[src/rtl/score_pkg.sv]
// score_pkg -- shared definitions for the score display.
//   Segment patterns are active-low {g,f,e,d,c,b,a}.
//   bin2bcd splits a 0..31 score into tens (0..3) and units (0..9)
//   using comparisons only.
package score_pkg;

  localparam int DIV_DEFAULT = 50000;

  localparam logic [6:0] SEG_0     = 7'b1000000;
  localparam logic [6:0] SEG_1     = 7'b1111001;
  localparam logic [6:0] SEG_2     = 7'b0100100;
  localparam logic [6:0] SEG_3     = 7'b0110000;
  localparam logic [6:0] SEG_4     = 7'b0011001;
  localparam logic [6:0] SEG_5     = 7'b0010010;
  localparam logic [6:0] SEG_6     = 7'b0000010;
  localparam logic [6:0] SEG_7     = 7'b1111000;
  localparam logic [6:0] SEG_8     = 7'b0000000;
  localparam logic [6:0] SEG_9     = 7'b0010000;
  localparam logic [6:0] SEG_BLANK = 7'b1111111;

  // Scan slot: 0 = score units, 1 = score tens, 2 = best units, 3 = best tens
  typedef logic [1:0] digit_idx_t;

  typedef struct packed {
    logic [1:0] tens;
    logic [3:0] units;
  } bcd2_t;

  function automatic bcd2_t bin2bcd(input logic [4:0] v);
    bcd2_t r;
    if (v >= 5'd30) begin
      r.tens  = 2'd3;
      r.units = 4'(v - 5'd30);
    end else if (v >= 5'd20) begin
      r.tens  = 2'd2;
      r.units = 4'(v - 5'd20);
    end else if (v >= 5'd10) begin
      r.tens  = 2'd1;
      r.units = 4'(v - 5'd10);
    end else begin
      r.tens  = 2'd0;
      r.units = v[3:0];
    end
    return r;
  endfunction

endpackage

[src/rtl/seg7_decode.sv]
// seg7_decode -- combinational BCD to 7-segment decoder.
//   bcd : 4-bit digit 0..9 (other codes decode to blank)
//   seg : active-low segment pattern {g,f,e,d,c,b,a}
module seg7_decode
  import score_pkg::*;
(
  input  logic [3:0] bcd,
  output logic [6:0] seg
);

  always_comb begin
    seg = SEG_BLANK;
    case (bcd)
      4'd0:    seg = SEG_0;
      4'd1:    seg = SEG_1;
      4'd2:    seg = SEG_2;
      4'd3:    seg = SEG_3;
      4'd4:    seg = SEG_4;
      4'd5:    seg = SEG_5;
      4'd6:    seg = SEG_6;
      4'd7:    seg = SEG_7;
      4'd8:    seg = SEG_8;
      4'd9:    seg = SEG_9;
      default: seg = SEG_BLANK;
    endcase
  end

endmodule

[src/rtl/score_display.sv]
// score_display -- 4-digit multiplexed display of current and best score.
//   clk      : system clock
//   reset    : synchronous active-high reset
//   score    : current score 0..31 from the score counter
//   clr_best : level, clears the best-score register
//   seg      : active-low segments {g,f,e,d,c,b,a}, registered
//   an       : active-low digit enables (one low), registered
//   dp       : active-low decimal point, always off
//   best     : best score seen since reset / clear, registered
// Digits 0/1 show the current score, digits 2/3 the best score. After a
// new record the best digits blink for BLINK_FRAMES scan frames.
module score_display
  import score_pkg::*;
#(
  parameter int DIV          = DIV_DEFAULT,
  parameter int BLINK_FRAMES = 64,
  parameter int BLINK_HALF   = 8
) (
  input  logic       clk,
  input  logic       reset,
  input  logic [4:0] score,
  input  logic       clr_best,
  output logic [6:0] seg,
  output logic [3:0] an,
  output logic       dp,
  output logic [4:0] best
);

  localparam int PW = (DIV > 1) ? $clog2(DIV) : 1;
  localparam int BW = $clog2(BLINK_FRAMES + 1);
  localparam logic [PW-1:0] PS_MAX     = PW'(DIV - 1);
  localparam logic [BW-1:0] BLINK_LOAD = BW'(BLINK_FRAMES);

  logic [4:0]    score_q;
  logic [PW-1:0] ps_cnt;
  digit_idx_t    dig;
  logic [BW-1:0] blink_cnt;

  logic          wrap;
  logic          frame_end;
  logic          blink_off;
  bcd2_t         sc_bcd;
  bcd2_t         bs_bcd;
  logic [3:0]    digit_val;
  logic          tens_slot;
  logic          best_slot;
  logic [6:0]    dec_seg;
  logic [6:0]    seg_next;
  logic [3:0]    an_next;

  assign dp        = 1'b1;
  assign wrap      = (ps_cnt == PS_MAX);
  assign frame_end = wrap && (dig == 2'd3);
  assign sc_bcd    = bin2bcd(score_q);
  assign bs_bcd    = bin2bcd(best);

  // Off half-periods are the odd-numbered ones counted from the record.
  assign blink_off = (blink_cnt != '0) &&
                     ((((BLINK_FRAMES - int'(blink_cnt)) / BLINK_HALF) % 2) == 1);

  // Slot mux: pick the digit value for the slot being scanned now.
  always_comb begin
    digit_val = sc_bcd.units;
    tens_slot = 1'b0;
    best_slot = 1'b0;
    case (dig)
      2'd0: digit_val = sc_bcd.units;
      2'd1: begin
        digit_val = {2'b00, sc_bcd.tens};
        tens_slot = 1'b1;
      end
      2'd2: begin
        digit_val = bs_bcd.units;
        best_slot = 1'b1;
      end
      default: begin
        digit_val = {2'b00, bs_bcd.tens};
        tens_slot = 1'b1;
        best_slot = 1'b1;
      end
    endcase
  end

  seg7_decode u_decode (
    .bcd (digit_val),
    .seg (dec_seg)
  );

  always_comb begin
    seg_next = dec_seg;
    if ((tens_slot && digit_val == 4'd0) || (best_slot && blink_off))
      seg_next = SEG_BLANK;
    an_next = ~(4'b0001 << dig);
  end

  // Registered stage: input capture, scan counters, best/blink, outputs.
  always_ff @(posedge clk) begin
    if (reset) begin
      score_q   <= '0;
      best      <= '0;
      ps_cnt    <= '0;
      dig       <= '0;
      blink_cnt <= '0;
      seg       <= SEG_BLANK;
      an        <= 4'b1111;
    end else begin
      score_q <= score;
      ps_cnt  <= wrap ? '0 : ps_cnt + 1'b1;

      if (wrap) begin
        dig <= dig + 1'b1;
        seg <= seg_next;
        an  <= an_next;
      end

      // Clear beats a record; a record (re)starts the blink even mid-blink.
      if (clr_best) begin
        best      <= '0;
        blink_cnt <= '0;
      end else if (score_q > best) begin
        best      <= score_q;
        blink_cnt <= BLINK_LOAD;
      end else if (frame_end && blink_cnt != '0) begin
        blink_cnt <= blink_cnt - 1'b1;
      end
    end
  end

endmodule

[config.mk]
export PLATFORM = sky130hd
export DESIGN_NAME = score_display
export DESIGN_NICKNAME = d
export VERILOG_FILES = /design/src/rtl/score_pkg.sv /design/src/rtl/seg7_decode.sv /design/src/rtl/score_display.sv
export SDC_FILE = /design/constraint.sdc
export NUM_CORES = 1
export LEC_CHECK = 0
export CORE_MARGIN = 3
export CORE_UTILIZATION = 36
export CTS_CLUSTER_SIZE = 12
export DETAILED_ROUTE_END_ITERATION = 12
export PLACE_DENSITY = 0.62
export SLEW_MARGIN = 0
export SYNTH_ARGS = -nofsm -noshare
export SYNTH_HDL_FRONTEND = slang
export SYNTH_HIERARCHICAL = 1
export SYNTH_SLANG_ARGS = --single-unit
[constraint.sdc]
create_clock -name clk -period 3.9 [get_ports clk]
set_input_delay 0.78 -clock clk [delete_from_list [all_inputs] [get_ports clk]]
set_output_delay 0.78 -clock clk [all_outputs]
set_load 0.02 [all_outputs]
==> impl_metrics.env <==
export IMPL_synth_edff_count=0
export IMPL_num_rows=31
export IMPL_cp_cell_sequence="inv_1 -> ha_1 -> nor2b_1 -> o21ai_0 -> o211ai_1 -> xnor2_1 -> nand2_1 -> a21boi_0 -> buf_4 -> inv_1 -> ha_1 -> or2_1 -> a21oi_2 -> a31oi_1 -> o22a_1"
export IMPL_yosysSeqAreaShare_pct=32.21
export IMPL_worstSetupPathType="reg -> reg"
export IMPL_cts_tree="built"
export IMPL_fin_hold_ws_ns=0.4426
export IMPL_antenna_found_initial=0
export IMPL_cp_end_kind="flop"
export IMPL_grt_pass1_vias=2189
export IMPL_final_antenna_net_count=0
export IMPL_worstSkewPairLatency_ns=0.32
export IMPL_syn_to_final_growth_pct=14.35
export IMPL_syn_avg_cell_area_um2=8.509
export IMPL_ys_warn_count=6
export IMPL_synth_ff_type="dfxtp_1"
export IMPL_max_cap_violations=0
export IMPL_die_w_um=95.12
export IMPL_maxSlewHeadroom_pct=44.78
export IMPL_leakagePower_nw=1.268
export IMPL_fin_nets=394
export IMPL_synthesis_nets=373
export IMPL_antennaDiodeCount=0
export IMPL_cts_root_buf="clkbuf_8"
export IMPL_seq_power_share_pct=51.3
export IMPL_p_sw_share_pct=29.56
export IMPL_setup_viol_count_final=0
export IMPL_cts_setup_buffers=0
export IMPL_synthDominantCellAreaShare_pct=32.21
export IMPL_num_vias=2339
export IMPL_hpwl_mm=4.463
export IMPL_dr_pass1_iters=4
export IMPL_dieArea_mm2=0.009047
export IMPL_fin_crit_sh_pct=79.54
export IMPL_drt_drc_violations_left=0
export IMPL_synth_area_mm2=0.002859
export IMPL_cts_hold_buf=0
export IMPL_rsz0062_at_grt="no"
export IMPL_outcome="completed"
export IMPL_initial_core_util_pct=38.19
export IMPL_syn_inst=336
export IMPL_cpPeakStageDelay_ns=0.54
export IMPL_power_density_mw_per_mm2=292.3
export IMPL_finClkSkew_ns=0.01435
export IMPL_drive_gt1_share_pct=6.425
export IMPL_drt_first_iter_violations=70
export IMPL_mostFrequentLayoutCell="nor2_1"
export IMPL_clock_sinks=46
export IMPL_synth_area_top_cells="dfxtp_1 (32%), ha_1 (13%), nor2_1 (6.3%)"
export IMPL_p_clk_share_pct=34.1
export IMPL_crit_buf_inv=3
export IMPL_clkSlewWorstSetupHoldPaths_ns=0.11
export IMPL_crit_fanout=9
export IMPL_cts_buffers=5
export IMPL_most_common_layout_cells="nor2_1 (48), dfxtp_1 (46), ha_1 (29)"
export IMPL_placed_area_mm2=0.003174
export IMPL_slowest_stage="dfxtp_1"
export IMPL_worstMarginPinSlew_ns=0.8283
export IMPL_period_needed_ns=3.102
export IMPL_viasPerCell=5.118
export IMPL_grt_max_degree=23
export IMPL_gp_congestion=0.8627
export IMPL_cts_resized=0
export IMPL_ios=25
export IMPL_yosysUniqueCellTypes=65
export IMPL_worstPathRequired_ns=4.12
export IMPL_placedCellCount=449
export IMPL_die_y_um=95.12
export IMPL_async_flop_share_pct=0
export IMPL_power_internal_uw=673.1
export IMPL_ir_drop_v=0.0001702
export IMPL_clockBufferDepth=2
export IMPL_finalHoldViolations=0
export IMPL_overflow=0
export IMPL_cp_top_family="compound AO/OA/AOI/OAI gates"
export IMPL_ys_ff_latch=46
export IMPL_min_path_type="reg -> reg"
export IMPL_final_max_slew_viol_count=0
export IMPL_synth_top_area_cell="dfxtp_1"
export IMPL_fmax_ghz=0.3224
export IMPL_grtUsageTotal_pct=13.91
export IMPL_drt_wirelength_per_cell_um=13.09
export IMPL_p_switching_uw=282.5
export IMPL_htree_levels=2
export IMPL_wl_mm=5.984
export IMPL_fin_cells=457
export IMPL_grt_pass1_wl_mm=10.21
export IMPL_arrival_ns=3.32
export IMPL_fin_area_mm2=0.003269
export IMPL_cp_start_kind="flop"
export IMPL_port_buffers=23
export IMPL_fin_tns_setup_ns=0
export IMPL_coreArea_mm2=0.007486
export IMPL_p_comb_share_pct=14.6
==> final timing paths <==
kind	startpoint	endpoint	slack, ns	cells past startpoint
worst max-delay path	best[2]	seg[3]	0.80	15
worst min-delay path	ps_cnt[0]	ps_cnt[0]	0.44	1
worst max register to register	best[2]	seg[3]	0.80	15
worst min register to register	ps_cnt[0]	ps_cnt[0]	0.44	1
==> synthesized netlist by cell type (3+ instances only) <==
| cell type | number |
|---|---|
| and3_1 | 8 |
| nand2b_1 | 8 |
| dfxtp_1 | 46 |
| and2_1 | 3 |
| clkbuf_1 | 6 |
| o22a_1 | 7 |
| inv_1 | 24 |
| a21oi_1 | 13 |
| nand2_1 | 15 |
| or2_2 | 4 |
| nor2_1 | 48 |
| nor4b_1 | 3 |
| o21ai_1 | 3 |
| xor2_1 | 7 |
| o211ai_1 | 5 |
| xnor2_1 | 13 |
| o21ai_0 | 14 |
| or3_1 | 3 |
| nor2b_1 | 9 |
| ha_1 | 29 |
| nor3_1 | 5 |
| nand3_1 | 5 |
| a211o_1 | 3 |
| mux2i_1 | 7 |
| a311oi_1 | 3 |
==> state kept, by name, indices dropped and copies added (netlist names) <==
register,count
an,4
ps_cnt,16
score_q,5
seg,7
blink_cnt,7
dig,2
best,5
==> metal layers <==
layer,part of all wire [%],routed length [um],track usage (%)
met3,4.0,240,2.920
met1,50,3007,18.78
met2,44,2656,22.51
met5,0,0,0
met4,1.3,79,3.606
==> cell type report <==
cell class	instances	area, um^2
clock buffer	5	68.82
tap	99	123.9
clock inverter	3	26.28
timing repair buffer	25	245.2
fill	761	4217
sequential	46	920.9
inverter	24	90.09
multi-input combinational	255	1794
==> cell families after synthesis <==
family	after synthesis	synth area share (%)
compound gates	68	17.11
flops	46	32.21
xor+xnor	20	6.127
other cells	1	0.1312
buf+inv	35	5.033
fa+ha+maj	29	12.69
simple gates	130	24.25
mux	7	2.451
==> power groups by stage <==
stage / sequential [mW] / clock [mW] / combinational (mW)
6_report: 0.490 / 0.326 / 0.140
5_1_grt: 0.492 / 0.355 / 0.159
4_1_cts: 0.490 / 0.341 / 0.141
3_5_place_dp: 0.501 / 0 / 0.140
3_3_place_gp: 0.501 / 0 / 0.138
2_1_floorplan: 0.498 / 0 / 0.107
==> stage by stage <==
stage          utilization, %  setup WS (ns)  power (mW)
4_1_cts                 43.67         0.7916      0.9718
6_report                43.67         0.7979      0.9556
2_1_floorplan               -         0.8444      0.6055
5_1_grt                 43.67         0.5956       1.006
3_3_place_gp            42.40         0.9574      0.6389
3_5_place_dp            42.40         0.8379      0.6408
(Power assumes the default switching activity.)
